File: config.mk
export PLATFORM = sky130hd
export DESIGN_NAME = light_pwm_dimmer
export DESIGN_NICKNAME = d
export VERILOG_FILES = /design/src/rtl/light_pwm_dimmer.sv
export SDC_FILE = /design/constraint.sdc
export NUM_CORES = 1
export LEC_CHECK = 0
export ABC_AREA = 1
export CORE_UTILIZATION = 35
export CTS_CLUSTER_DIAMETER = 80
export CTS_CLUSTER_SIZE = 8
export DETAILED_ROUTE_END_ITERATION = 6
export SYNTH_ARGS = -nofsm -noshare
export SYNTH_HDL_FRONTEND = slang
export SYNTH_SLANG_ARGS = --single-unit
File: constraint.sdc
create_clock -name clk -period 2.4 [get_ports clk]
set_clock_uncertainty 0.15 [all_clocks]
set_input_delay 0.24 -clock clk [delete_from_list [all_inputs] [get_ports clk]]
set_output_delay 0.24 -clock clk [all_outputs]
set_load 0.01 [all_outputs]
File: src/rtl/light_pwm_dimmer.sv
// light_pwm_dimmer -- multi-channel PWM lamp dimmer with optional soft ramp.
//
// Each channel holds a target level, a current (ramped) level and a compare
// level. The current level either jumps to the target (ramp_en=0) or steps by
// one toward it every RAMP_DIV clocks (ramp_en=1). The compare level feeding
// the PWM comparator is refreshed only when the shared period counter wraps,
// so a duty change never lands in the middle of a PWM period.
//
// Ports:
//   clk        system clock
//   rst_n      synchronous active-low reset
//   en         global enable; 0 holds all state and forces pwm_out low
//   load       one-cycle strobe latching target into every channel
//   target     CH x LEVEL_W requested levels, channel i at [i*LEVEL_W +: LEVEL_W]
//   ramp_en    1 = step toward target at the ramp rate, 0 = jump
//   pwm_out    one PWM drive bit per channel
//   level_out  current level per channel, same packing as target
//   busy       registered OR over channels of (current != target)

// Per-channel slice: target/current/compare registers, ramp direction FSM and
// the PWM comparator.
module light_pwm_chan #(
  parameter int LEVEL_W = 4
) (
  input  logic               clk,
  input  logic               rst_n,
  input  logic               en,
  input  logic               load,
  input  logic               ramp_en,
  input  logic               tick,     // ramp step strobe (already qualified by en)
  input  logic               wrap,     // period counter wraps on this edge
  input  logic [LEVEL_W-1:0] tgt_in,
  input  logic [LEVEL_W-1:0] cnt,
  output logic [LEVEL_W-1:0] cur,
  output logic               pwm,
  output logic               diff      // current differs from target
);

  localparam logic [LEVEL_W-1:0] MAX = '1;
  localparam logic [LEVEL_W-1:0] ONE = LEVEL_W'(1);

  // Ramp direction is a pure function of (cur, tgt); it is registered from the
  // next-state values so it always describes the present cur_q/tgt_q pair.
  typedef enum logic [1:0] {HOLD, UP, DOWN} dir_e;

  logic [LEVEL_W-1:0] tgt_q, tgt_d;
  logic [LEVEL_W-1:0] cur_q, cur_d;
  logic [LEVEL_W-1:0] cmp_q, cmp_d;
  dir_e               dir_q, dir_d;

  always_ff @(posedge clk) begin
    if (!rst_n) begin
      tgt_q <= '0;
      cur_q <= '0;
      cmp_q <= '0;
      dir_q <= HOLD;
    end else begin
      tgt_q <= tgt_d;
      cur_q <= cur_d;
      cmp_q <= cmp_d;
      dir_q <= dir_d;
    end
  end

  always_comb begin
    tgt_d = tgt_q;
    cur_d = cur_q;
    cmp_d = cmp_q;
    dir_d = dir_q;

    // Load is honoured even while disabled.
    if (load) tgt_d = tgt_in;

    if (en) begin
      if (!ramp_en) begin
        cur_d = tgt_q;
      end else if (tick && !load) begin
        // A load on the tick edge suppresses the step; stepping resumes
        // toward the new target from the next tick.
        unique case (dir_q)
          UP:      if (cur_q != MAX) cur_d = cur_q + ONE;
          DOWN:    if (cur_q != '0)  cur_d = cur_q - ONE;
          default: ;
        endcase
      end
      if (wrap) cmp_d = cur_q;
    end

    if (cur_d == tgt_d)     dir_d = HOLD;
    else if (cur_d < tgt_d) dir_d = UP;
    else                    dir_d = DOWN;
  end

  // cnt never reaches MAX, so cmp=MAX gives a constant high and cmp=0 a
  // constant low without special cases.
  assign pwm  = en & (cnt < cmp_q);
  assign cur  = cur_q;
  assign diff = (dir_q != HOLD);

endmodule

module light_pwm_dimmer #(
  parameter int CH       = 4,
  parameter int LEVEL_W  = 4,
  parameter int RAMP_DIV = 16
) (
  input  logic                  clk,
  input  logic                  rst_n,
  input  logic                  en,
  input  logic                  load,
  input  logic [CH*LEVEL_W-1:0] target,
  input  logic                  ramp_en,
  output logic [CH-1:0]         pwm_out,
  output logic [CH*LEVEL_W-1:0] level_out,
  output logic                  busy
);

  localparam int DIV_W = (RAMP_DIV > 1) ? $clog2(RAMP_DIV) : 1;
  localparam logic [DIV_W-1:0]   DIV_LAST = DIV_W'(RAMP_DIV - 1);
  localparam logic [LEVEL_W-1:0] CNT_LAST = LEVEL_W'((1 << LEVEL_W) - 2);

  logic [LEVEL_W-1:0] cnt_q, cnt_d;
  logic [DIV_W-1:0]   div_q, div_d;
  logic               busy_q, busy_d;

  logic [CH-1:0][LEVEL_W-1:0] tgt_w;
  logic [CH-1:0][LEVEL_W-1:0] cur_w;
  logic [CH-1:0]              diff_w;
  logic                       tick;
  logic                       wrap;

  assign tgt_w = target;
  assign tick  = en && (div_q == DIV_LAST);
  assign wrap  = en && (cnt_q == CNT_LAST);

  always_ff @(posedge clk) begin
    if (!rst_n) begin
      cnt_q  <= '0;
      div_q  <= '0;
      busy_q <= 1'b0;
    end else begin
      cnt_q  <= cnt_d;
      div_q  <= div_d;
      busy_q <= busy_d;
    end
  end

  always_comb begin
    cnt_d  = cnt_q;
    div_d  = div_q;
    busy_d = busy_q;
    if (en) begin
      cnt_d  = wrap ? '0 : cnt_q + LEVEL_W'(1);
      div_d  = tick ? '0 : div_q + DIV_W'(1);
      busy_d = |diff_w;
    end
    // Load restarts the ramp interval so the first step lands a full
    // RAMP_DIV clocks after the new target arrives.
    if (load) div_d = '0;
  end

  for (genvar g = 0; g < CH; g++) begin : g_ch
    light_pwm_chan #(.LEVEL_W(LEVEL_W)) u_chan (
      .clk     (clk),
      .rst_n   (rst_n),
      .en      (en),
      .load    (load),
      .ramp_en (ramp_en),
      .tick    (tick),
      .wrap    (wrap),
      .tgt_in  (tgt_w[g]),
      .cnt     (cnt_q),
      .cur     (cur_w[g]),
      .pwm     (pwm_out[g]),
      .diff    (diff_w[g])
    );
  end

  assign level_out = cur_w;
  assign busy      = busy_q;

endmodule

---- Yosys cells after proc, flatten, opt, wreduce, memory -nomap -nowiden ----
Index checks and enable logic that the tools add are counted.
storage, ports and cells
  output and inout bits ................... 21
  flip-flop bits (word level) ............. 65
  logic and storage cells ................. 113
  bits of input ports ..................... 21
cells by class
  bitwise logic cells ..................... 5
  add/subtract/negate cells ............... 10
  magnitude comparators ................... 8
  equality and inequality tests ........... 18
  multiplexer cells ....................... 34
  reduce and logical (&&, ||, !) cells .... 19
operator list
  kind                 count
  $mux 4               26
  $lt 4x4->1           8
  $pmux 4 s2           4
  $add 4x1->4 const B  6
  $eq 4x4->1           4
  $ne 4x4->1 const B   4
  $reduce_bool 4->1    4
  $sub 4x1->4 const B  4
  $reduce_or 2->1      5
  $eq 2x1->1 const B   4
  $eq 2x2->1 const B   4
  $eq 4x4->1 const B   2
  $mux 2               4
  $reduce_bool 2->1    4
  $and 1x1->1          4
  $reduce_or 4->1      1
  $logic_and 1x1->1    3
  $reduce_and 2->1     1
  $logic_not 1->1      1
  $not 1->1            1

---- Logic depth before layout (Yosys ltp) ----
Gate-level depths: netlist of the first run.
  word-level depth ........................ 8
  gate-level depth with buffers ........... 16
  mapped depth without buffers ............ 16

---- By module ----
From an unflattened synthesis of the first run, not the netlist that was laid out.
second synthesis, totals
  cells, all modules ...................... 665
  area total of the unflattened synthesis .. 4,509.3 µm²
by module, submodules not included
  module                               instances  cells each  area each (µm²)  seq. area each (µm²)
  light_pwm_chan (g_ch[0].u_chan ...)  3          149         1,002.2          280.3
  light_pwm_chan (g_ch[2].u_chan)      1          152         1,022.2          280.3
  light_pwm_dimmer                     1          66          480.5            180.2

---- Worst setup path after synthesis of the first run ----
No wires, ideal clock.
  path kind ............................... register to register
  start point ............................. register g_ch[0].u_chan.cur_q[0]
  end point ............................... register g_ch[0].u_chan.dir_q[1]
  path buffers ............................ 0
  cell stages (with the launch flop) ...... 16
  library setup time ...................... 0.125 ns
  arrival ................................. 1.994 ns
  slack ................................... 0.130 ns
  period minus slack after synthesis ...... 2.270 ns
  required time ........................... 2.125 ns
  path through ............................ dfxtp_1 > clkinv_1 > ha_1 > inv_1 > nand2_1 > nand3_1 > nand2_1 > nand2_1 > nand2_1 > nand2_1 > nand2_1 > ha_1 > inv_1 > nor2_1 > o211ai_1 > a21oi_1
between the ends
  longest elaborated chain between the ends .. 8
  elaborated cells between the ends (all ways) .. 14
  classes of those cells .................. add/sub (2); order compare (1); eq/ne (2); mux (7); reduce/logical (2)
ends and longest elaborated chain
  item                                       RTL line  text
  start, declared                            47        logic [LEVEL_W-1:0] cur_q, cur_d;
  start signal, assigned                     59        cur_q <= cur_d;
  $sub 4x1->4 (tied with other cells)        82        DOWN: if (cur_q != '0) cur_d = cur_q - ONE;
  $mux 4 (on tied branches)                  82, 81
  $pmux 4 s2 (*)                             80        unique case (dir_q)
  $mux 4 (*)                                 77        end else if (tick && !load) begin
  $mux 4 (*)                                 75        if (!ramp_en) begin
  $mux 4 (*)                                 74        if (en) begin
  net g_ch[0].u_chan.cur_d[1]                47
  $lt 4x4->1 or $eq 4x4->1 (tied branches)   90, 89
  $mux 2 or $reduce_or 2->1 (tied branches)  --
  end signal, assigned                       61        dir_q <= dir_d;
  end, declared                              49        dir_e dir_q, dir_d;
The timed path passes the listed nets; every way through them passes the cells marked *.
A chain may end at the register's enable or synchronous reset.

---- Final worst setup path of the first run ----
  start point ............................. register div_q[1]
  end point ............................... register g_ch[2].u_chan.dir_q[0]
between the ends
  longest elaborated chain between the ends .. 8
  elaborated cells between the ends (all ways) .. 10
  classes of those cells .................. order compare (1); eq/ne (2); mux (4); reduce/logical (3)
ends and longest elaborated chain
  item                                       RTL line  text
  start, declared                            123       logic [DIV_W-1:0] div_q, div_d;
  start signal, assigned                     143       div_q <= div_d;
  $eq 4x4->1 (*)                             133       assign tick = en && (div_q == DIV_LAST);
  $logic_and 1x1->1 (*)                      133
  $logic_and 1x1->1 (*)                      77
  $mux 4 (*)                                 77
  $mux 4 (*)                                 75
  $mux 4 (*)                                 74
  net g_ch[2].u_chan.cur_d[1]                47
  $lt 4x4->1 or $eq 4x4->1 (tied branches)   90, 89
  $mux 2 or $reduce_or 2->1 (tied branches)  --
  end signal, assigned                       61
  end, declared                              49
Marked as above.

==> metrics.txt, run 1 <==
# TYPE chip_impl_metric gauge
chip_impl_info{name="crit_type",value="reg -> reg"} 1
chip_impl_metric{name="timing.critical_path.slowest_cell_delay",unit="ns"} 0.36
chip_impl_metric{name="placeableCoreArea",unit="sq mm"} 0.0120
chip_impl_metric{name="n_antenna_cell",unit=""} 0
chip_impl_metric{name="grt_overflow",unit=""} 0
chip_impl_metric{name="maxClockFrequency",unit="MHz"} 440
chip_impl_metric{name="synth_cell_type_count",unit=""} 29
chip_impl_info{name="top_cells_by_area_in_the_synthesized_netlist",value="sky130_fd_sc_hd__dfxtp_1, sky130_fd_sc_hd__ha_1, sky130_fd_sc_hd__nand2_1"} 1
chip_impl_info{name="cts_root_buffer_type",value="sky130_fd_sc_hd__clkbuf_16"} 1
chip_impl_metric{name="maxCapViolCount",unit=""} 0
chip_impl_metric{name="path_clk_slew",unit="ns"} 0.06
chip_impl_metric{name="timing.final.crit_share",unit=""} 0.948
chip_impl_metric{name="rows",unit=""} 40
chip_impl_metric{name="die_height",unit="microns"} 113
chip_impl_metric{name="finalMaxSlewViolations",unit=""} 0
chip_impl_info{name="holdCritPathClass",value="in -> reg"} 1
chip_impl_metric{name="synth-seq-cells",unit=""} 65
chip_impl_info{name="layout.cells.most_common",value="sky130_fd_sc_hd__nand2_1"} 1
chip_impl_metric{name="drtIter0Drc",unit=""} 181
chip_impl_metric{name="numClockSinks",unit=""} 65
chip_impl_metric{name="post_synth_inst_count",unit=""} 622
chip_impl_metric{name="clk-insertion-delay-late",unit="ns"} 0.34
chip_impl_metric{name="synth.net_count",unit=""} 694
chip_impl_metric{name="fin_hold_ws",unit="ns"} 0.262
chip_impl_metric{name="slew_headroom",unit=""} 0.705
chip_impl_metric{name="worst_r2r_path_depth",unit=""} 15
chip_impl_info{name="cts_tree",value="done"} 1
chip_impl_metric{name="maximum_number_of_pins_on_one_net_before_global_route_repair",unit=""} 32
chip_impl_metric{name="arrival",unit="ns"} 2.40
chip_impl_metric{name="switching_share",unit=""} 0.280
chip_impl_metric{name="timing.final.crit_period",unit="ns"} 2.28
chip_impl_metric{name="layout.filler_cells",unit=""} 1222
chip_impl_metric{name="detail_route.wl_per_cell",unit="microns"} 13.7
chip_impl_metric{name="synth_sequential_area_ratio",unit=""} 0.302
chip_impl_metric{name="power.leakage",unit="nW"} 2.58
chip_impl_info{name="crit_path_start_kind",value="register"} 1
chip_impl_metric{name="route.antenna.remaining_nets",unit=""} 0
chip_impl_metric{name="drc_violations_left",unit=""} 0
chip_impl_metric{name="via_count_of_the_first_global_routing_pass",unit=""} 4111
chip_impl_metric{name="power_per_cell_area",unit="mW/mm^2"} 581
chip_impl_metric{name="cts_max_path_buffers",unit=""} 2
chip_impl_metric{name="areaGrowthSynthToFinish",unit="%"} 33.1
chip_impl_metric{name="netSwitchingPower",unit="W"} 0.000935
chip_impl_metric{name="internal_power",unit="W"} 0.00240
chip_impl_metric{name="gpl.final_weighted_congestion",unit=""} 0.874
chip_impl_metric{name="hold_critical_path_depth",unit=""} 3
chip_impl_info{name="path_common_cell",value="sky130_fd_sc_hd__nand2_1"} 1
chip_impl_metric{name="layout.nets",unit=""} 772
chip_impl_info{name="crit_path_end_kind",value="register"} 1
chip_impl_metric{name="mean_instance_size_in_the_synthesized_netlist",unit="sq um"} 6.94
chip_impl_metric{name="ioPinCount",unit=""} 42
chip_impl_metric{name="path_max_fanout",unit=""} 5
chip_impl_metric{name="drt_wl_total",unit="microns"} 11700
chip_impl_metric{name="ctsHoldBuffers",unit=""} 0
chip_impl_metric{name="port_buffers",unit=""} 41
chip_impl_metric{name="initial_core_util",unit=""} 0.359
chip_impl_metric{name="mappedNetlistArea",unit="sq mm"} 0.00432
chip_impl_info{name="critical-path-top-delay-family",value="simple AND/OR/NAND/NOR gates"} 1
chip_impl_metric{name="dpl_cell_area",unit="sq mm"} 0.00514
chip_impl_metric{name="viasPerCell",unit=""} 5.10
chip_impl_info{name="status",value="finished clean"} 1
chip_impl_metric{name="detailedPlacementHpwl",unit="microns"} 8530
chip_impl_metric{name="power_frac_seq",unit=""} 0.360
chip_impl_metric{name="routed-via-count",unit=""} 4343
chip_impl_metric{name="chipWidth",unit="microns"} 113
chip_impl_info{name="yosysTopAreaCell",value="sky130_fd_sc_hd__dfxtp_1"} 1
chip_impl_metric{name="clock_tree.htree_level_count",unit=""} 3
chip_impl_info{name="timing.critical_path.cells",value="ha_4 -> nand2_2 -> nor2_4 -> buf_4 -> nand4_4 -> a21oi_2 -> nand2_1 -> nand2_1 -> nand2_1 -> ha_1 -> inv_1 -> nor2_1 -> o211ai_1 -> nand2_1 -> nor2_1"} 1
chip_impl_metric{name="power",unit="W"} 0.00334
chip_impl_metric{name="die_area",unit="sq mm"} 0.0128
chip_impl_metric{name="timing.critical_path.required",unit="ns"} 2.52
chip_impl_info{name="critical_path_top_delay_cell",value="sky130_fd_sc_hd__dfxtp_4"} 1
chip_impl_metric{name="setup_viol",unit=""} 0
chip_impl_metric{name="cp.buffers_inverters",unit=""} 2
chip_impl_metric{name="critical_path_cell_count",unit=""} 15
chip_impl_metric{name="cts_made_buffers",unit=""} 9
chip_impl_metric{name="wire_length_of_the_first_global_routing_pass",unit="microns"} 19200
chip_impl_info{name="mostFrequentLayoutCells",value="sky130_fd_sc_hd__nand2_1, sky130_fd_sc_hd__a21oi_1, sky130_fd_sc_hd__inv_1"} 1
chip_impl_metric{name="grt_antenna_before_repair",unit=""} 0
chip_impl_metric{name="drt_pass1_iterations",unit=""} 7
chip_impl_metric{name="final-hold-violation-count",unit=""} 0
chip_impl_metric{name="final_layout_size_suffix_gt1_frac",unit=""} 0.165
chip_impl_metric{name="post-route-cell-area",unit="sq mm"} 0.00574
chip_impl_metric{name="power.combinational.fraction",unit=""} 0.214
chip_impl_metric{name="synth_largest_type_area_fraction",unit=""} 0.302
chip_impl_metric{name="max-vdd-ir-drop",unit="mV"} 0.296
chip_impl_info{name="setup_repair_after_global_routing_missed_its_margin",value="true"} 1
chip_impl_metric{name="synth-warning-count",unit=""} 0
chip_impl_metric{name="clock_power_share",unit=""} 0.426
chip_impl_metric{name="max_slew.worst_pin.slew",unit="ns"} 0.438
chip_impl_metric{name="aggregate_global_route_resource_usage",unit=""} 0.188
[layer usage]
| layer | vias to the layer above | part of all wire | track usage |
|---|---|---|---|
| li1 | 2233 | - | - |
| met1 | 2005 | 0.47 | 0.243 |
| met2 | 91 | 0.48 | 0.314 |
| met3 | 14 | 0.038 | 0.0252 |
| met4 | 0 | 0.015 | 0.0789 |
| met5 | - | 0 | 0 |
[Yosys cell counts]
| cell type | count |
|---|---|
| sky130_fd_sc_hd__xor2_1 | 1 |
| sky130_fd_sc_hd__nand4_1 | 17 |
| sky130_fd_sc_hd__buf_2 | 7 |
| sky130_fd_sc_hd__inv_2 | 2 |
| sky130_fd_sc_hd__nand3_2 | 1 |
| sky130_fd_sc_hd__nor3_1 | 2 |
| sky130_fd_sc_hd__buf_4 | 4 |
| sky130_fd_sc_hd__mux2i_1 | 9 |
| sky130_fd_sc_hd__nand3_1 | 45 |
| sky130_fd_sc_hd__a21oi_1 | 73 |
| sky130_fd_sc_hd__inv_1 | 64 |
| sky130_fd_sc_hd__o31ai_1 | 1 |
| sky130_fd_sc_hd__nor2_4 | 1 |
| sky130_fd_sc_hd__xnor2_1 | 5 |
| sky130_fd_sc_hd__nor2_2 | 2 |
| sky130_fd_sc_hd__o21ai_0 | 29 |
| sky130_fd_sc_hd__nand2_1 | 138 |
| sky130_fd_sc_hd__nand4_2 | 1 |
| sky130_fd_sc_hd__nand3b_1 | 2 |
| sky130_fd_sc_hd__nor2_1 | 58 |
| sky130_fd_sc_hd__a21boi_0 | 7 |
| sky130_fd_sc_hd__clkinv_1 | 3 |
| sky130_fd_sc_hd__a211oi_1 | 2 |
| sky130_fd_sc_hd__o21bai_1 | 3 |
| sky130_fd_sc_hd__ha_1 | 51 |
| sky130_fd_sc_hd__clkbuf_1 | 15 |
| sky130_fd_sc_hd__dfxtp_1 | 65 |
| sky130_fd_sc_hd__o211ai_1 | 13 |
| sky130_fd_sc_hd__a41oi_1 | 1 |
[registers in the layout, summed over array words and instances, names as in the netlist]
signal and cells:
g_ch.u_chan.tgt_q 16, g_ch.u_chan.dir_q 8, div_q 4, g_ch.u_chan.cur 16, busy 1, cnt_q 4
g_ch.u_chan.cmp_q 16
[cells by family after synthesis]
group	count (synthesis)	synth area share
compound gates	129	0.166
xor+xnor	6	0.0122
fa+ha+maj	51	0.148
buf+inv	95	0.0881
flops	65	0.302
mux	9	0.0209
simple gates	267	0.264
[worst paths after layout]
path | from | to | slack, ns
max | div_q[1] | g_ch[2].u_chan.dir_q[0] | 0.12
min | en | div_q[0] | 0.26
max reg2reg | div_q[1] | g_ch[2].u_chan.dir_q[0] | 0.12
min reg2reg | g_ch[3].u_chan.cmp_q[1] | g_ch[3].u_chan.cmp_q[1] | 0.30
[power by group through the flow]
| stage | combinational (W) | clock [W] | sequential (W) |
|---|---|---|---|
| final | 0.000714 | 0.00142 | 0.00120 |
| after global routing | 0.000811 | 0.00151 | 0.00121 |
| after CTS | 0.000670 | 0.00146 | 0.00120 |
| after detailed placement | 0.000666 | 0 | 0.00122 |
| after global placement | 0.000650 | 0 | 0.00122 |
| after floorplan | 0.000425 | 0 | 0.00121 |
[cell type report]
class / count / area [sq um] / share of cell area
inverters: 69 / 259 / 0.0451
flip-flops and latches: 65 / 1330 / 0.232
multi-input cells: 462 / 2810 / 0.489
clock buffers: 11 / 243 / 0.0423
well taps: 147 / 184 / 0.0320
clock inverters: 5 / 78.8 / 0.0137
repair buffers: 93 / 838 / 0.146
[through the flow]
stage	TNS, ns	std cells	setup WS [ns]	utilization
after floorplan	0	622	0.130	-
after global placement	-1.43	828	-0.218	0.428
after detailed placement	-1.82	828	-0.301	0.428
after CTS	0	846	0.000983	0.457
after global routing	-0.146	852	-0.0639	0.478
final	0	852	0.125	0.478
[repair_timing]
action                     in CTS  in global routing
pin swaps                       4                 14
resized for setup               8                 53
setup buffers                   2                  6
setup endpoints to repair       7                 12
[worst register-to-register path: cells and delay by family, from the launching register on]
kind,cells,cell delay [ns]
flops,1,0.36
fa+ha+maj,2,0.43
buf+inv,2,0.21
simple gates,9,0.73
compound gates,2,0.33
(Power assumes the default switching activity.)
==> run 2: changes to the inputs <==
- MAX_ROUTING_LAYER: unset -> met4
==> metrics.txt, run 2 (synthesized netlist as in run 1, its figures left out) <==
# TYPE chip_impl_metric gauge
chip_impl_metric{name="initial_core_util",unit=""} 0.359
chip_impl_metric{name="placeableCoreArea",unit="sq mm"} 0.0120
chip_impl_metric{name="rows",unit=""} 40
chip_impl_metric{name="power_frac_seq",unit=""} 0.360
chip_impl_info{name="critical-path-top-delay-family",value="simple AND/OR/NAND/NOR gates"} 1
chip_impl_info{name="setup_repair_after_global_routing_missed_its_margin",value="true"} 1
chip_impl_metric{name="cts_max_path_buffers",unit=""} 2
chip_impl_metric{name="aggregate_global_route_resource_usage",unit=""} 0.190
chip_impl_metric{name="setup_viol",unit=""} 0
chip_impl_info{name="cts_tree",value="done"} 1
chip_impl_metric{name="routed-via-count",unit=""} 4289
chip_impl_metric{name="path_clk_slew",unit="ns"} 0.06
chip_impl_metric{name="max_slew.worst_pin.slew",unit="ns"} 0.532
chip_impl_metric{name="route.antenna.remaining_nets",unit=""} 0
chip_impl_metric{name="drtIter0Drc",unit=""} 197
chip_impl_metric{name="finalMaxSlewViolations",unit=""} 0
chip_impl_metric{name="numClockSinks",unit=""} 65
chip_impl_metric{name="gpl.final_weighted_congestion",unit=""} 0.892
chip_impl_info{name="crit_type",value="reg -> reg"} 1
chip_impl_metric{name="fin_hold_ws",unit="ns"} 0.294
chip_impl_metric{name="cts_made_buffers",unit=""} 9
chip_impl_metric{name="final_layout_size_suffix_gt1_frac",unit=""} 0.162
chip_impl_metric{name="netSwitchingPower",unit="W"} 0.000955
chip_impl_metric{name="detailedPlacementHpwl",unit="microns"} 8400
chip_impl_metric{name="maxCapViolCount",unit=""} 0
chip_impl_info{name="holdCritPathClass",value="in -> reg"} 1
chip_impl_metric{name="detail_route.wl_per_cell",unit="microns"} 13.7
chip_impl_info{name="crit_path_start_kind",value="register"} 1
chip_impl_metric{name="cp.buffers_inverters",unit=""} 1
chip_impl_metric{name="grt_antenna_before_repair",unit=""} 0
chip_impl_metric{name="maxClockFrequency",unit="MHz"} 421
chip_impl_metric{name="die_height",unit="microns"} 113
chip_impl_metric{name="power_per_cell_area",unit="mW/mm^2"} 580
chip_impl_metric{name="clock_power_share",unit=""} 0.425
chip_impl_metric{name="grt_overflow",unit=""} 0
chip_impl_metric{name="timing.critical_path.required",unit="ns"} 2.52
chip_impl_metric{name="slew_headroom",unit=""} 0.641
chip_impl_metric{name="path_max_fanout",unit=""} 5
chip_impl_metric{name="place_ws",unit="ns"} -0.303
chip_impl_info{name="status",value="finished clean"} 1
chip_impl_metric{name="timing.final.crit_period",unit="ns"} 2.37
chip_impl_metric{name="chipWidth",unit="microns"} 113
chip_impl_metric{name="n_antenna_cell",unit=""} 0
chip_impl_metric{name="areaGrowthSynthToFinish",unit="%"} 32.6
chip_impl_info{name="timing.critical_path.cells",value="ha_4 -> nand2_4 -> nor2_4 -> nand4_1 -> o21ai_1 -> nand2_1 -> nand2_1 -> nand2_1 -> ha_4 -> inv_1 -> nor2_2 -> o211ai_1 -> a21oi_1"} 1
chip_impl_metric{name="ioPinCount",unit=""} 42
chip_impl_metric{name="max-vdd-ir-drop",unit="mV"} 0.298
chip_impl_metric{name="timing.final.crit_share",unit=""} 0.989
chip_impl_metric{name="switching_share",unit=""} 0.288
chip_impl_metric{name="port_buffers",unit=""} 41
chip_impl_metric{name="maximum_number_of_pins_on_one_net_before_global_route_repair",unit=""} 35
chip_impl_info{name="crit_path_end_kind",value="register"} 1
chip_impl_metric{name="ctsHoldBuffers",unit=""} 0
chip_impl_metric{name="layout.nets",unit=""} 772
chip_impl_metric{name="arrival",unit="ns"} 2.49
chip_impl_metric{name="viasPerCell",unit=""} 5.03
chip_impl_info{name="layout.cells.most_common",value="sky130_fd_sc_hd__nand2_1"} 1
chip_impl_metric{name="wire_length_of_the_first_global_routing_pass",unit="microns"} 18800
chip_impl_metric{name="power.leakage",unit="nW"} 2.57
chip_impl_metric{name="setup_ws",unit="ns"} 0.0264
chip_impl_metric{name="drt_pass1_iterations",unit=""} 7
chip_impl_metric{name="timing.critical_path.slowest_cell_delay",unit="ns"} 0.37
chip_impl_info{name="critical_path_top_delay_cell",value="sky130_fd_sc_hd__dfxtp_4"} 1
chip_impl_metric{name="drt_wl_total",unit="microns"} 11700
chip_impl_info{name="mostFrequentLayoutCells",value="sky130_fd_sc_hd__nand2_1, sky130_fd_sc_hd__a21oi_1, sky130_fd_sc_hd__inv_1"} 1
chip_impl_metric{name="via_count_of_the_first_global_routing_pass",unit=""} 4028
chip_impl_info{name="cts_root_buffer_type",value="sky130_fd_sc_hd__clkbuf_16"} 1
chip_impl_metric{name="die_area",unit="sq mm"} 0.0128
chip_impl_metric{name="final-hold-violation-count",unit=""} 0
chip_impl_info{name="path_common_cell",value="sky130_fd_sc_hd__nand2_1"} 1
chip_impl_metric{name="clk-insertion-delay-late",unit="ns"} 0.34
chip_impl_metric{name="power.combinational.fraction",unit=""} 0.215
chip_impl_metric{name="internal_power",unit="W"} 0.00237
chip_impl_metric{name="drc_violations_left",unit=""} 0
chip_impl_metric{name="clock_tree.htree_level_count",unit=""} 3
==> run 2: cell count changes in the layout (fill, tap and decap cells not counted), sizes merged <==
cell / before / now
clkinvlp: 0 / 1
inv: 66 / 67
clkinv: 6 / 5
clkbuf: 11 / 10
==> run 2: power groups by stage <==
stage	Combinational [W]	Clock, W	Sequential [W]
after detailed placement	0.000663	0	0.00122
final	0.000714	0.00141	0.00120
after global routing	0.000808	0.00149	0.00120
after floorplan	0.000425	0	0.00121
after CTS	0.000668	0.00144	0.00120
after global placement	0.000650	0	0.00122
==> run 2: what timing repair did <==
action,CTS,global route
pin swaps,1,27
gates resized for setup,3,59
endpoints found under the setup margin,8,12
endpoints found under the hold margin,0,0
buffers inserted,1,6
==> run 2: path summary, 6_finish.rpt <==
check | from | endpoint | slack (ns) | cells after the start
max | div_q[1] | g_ch[1].u_chan.dir_q[1] | 0.03 | 13
min | en | div_q[1] | 0.29 | 4
min reg2reg | g_ch[1].u_chan.cmp_q[2] | g_ch[1].u_chan.cmp_q[2] | 0.31 | 2
max reg2reg | div_q[1] | g_ch[1].u_chan.dir_q[1] | 0.03 | 13
==> run 2: layer usage <==
metal  wire [microns]  vias up  global-route usage
met1             5380     1946               0.231
met2             5720       93               0.313
met4              127        0              0.0667
li1                 -     2238                   -
met3              470       12              0.0370
met5                0        -                   -
==> run 2: final cells by class <==
type	count	area [sq um]
clock buffers	10	229
clock inverters	6	82.6
fillers	1212	6290
inverters	69	259
multi-input cells	462	2810
flip-flops and latches	65	1330
well taps	147	184
repair buffers	93	826
==> run 2: through the flow <==
step / instance area [sq um] / utilization / instances / TNS, ns / total power, W
3_5_place_dp: 5140 / 0.428 / 829 / -1.91 / 0.00188
5_1_grt: 5720 / 0.477 / 852 / -0.464 / 0.00350
3_3_place_gp: 5140 / 0.428 / 829 / -1.42 / 0.00187
6_report: 5720 / 0.477 / 852 / 0 / 0.00332
4_1_cts: 5460 / 0.454 / 846 / -0.0240 / 0.00330
2_1_floorplan: 4320 / - / 622 / 0 / 0.00163
==> run 2: worst min-delay path, cell delays in order <==
cell,delay (ns)
sky130_fd_sc_hd__dlymetal6s2s_1,0.21
sky130_fd_sc_hd__buf_4,0.19
sky130_fd_sc_hd__nand2_1,0.05
sky130_fd_sc_hd__a21oi_1,0.05
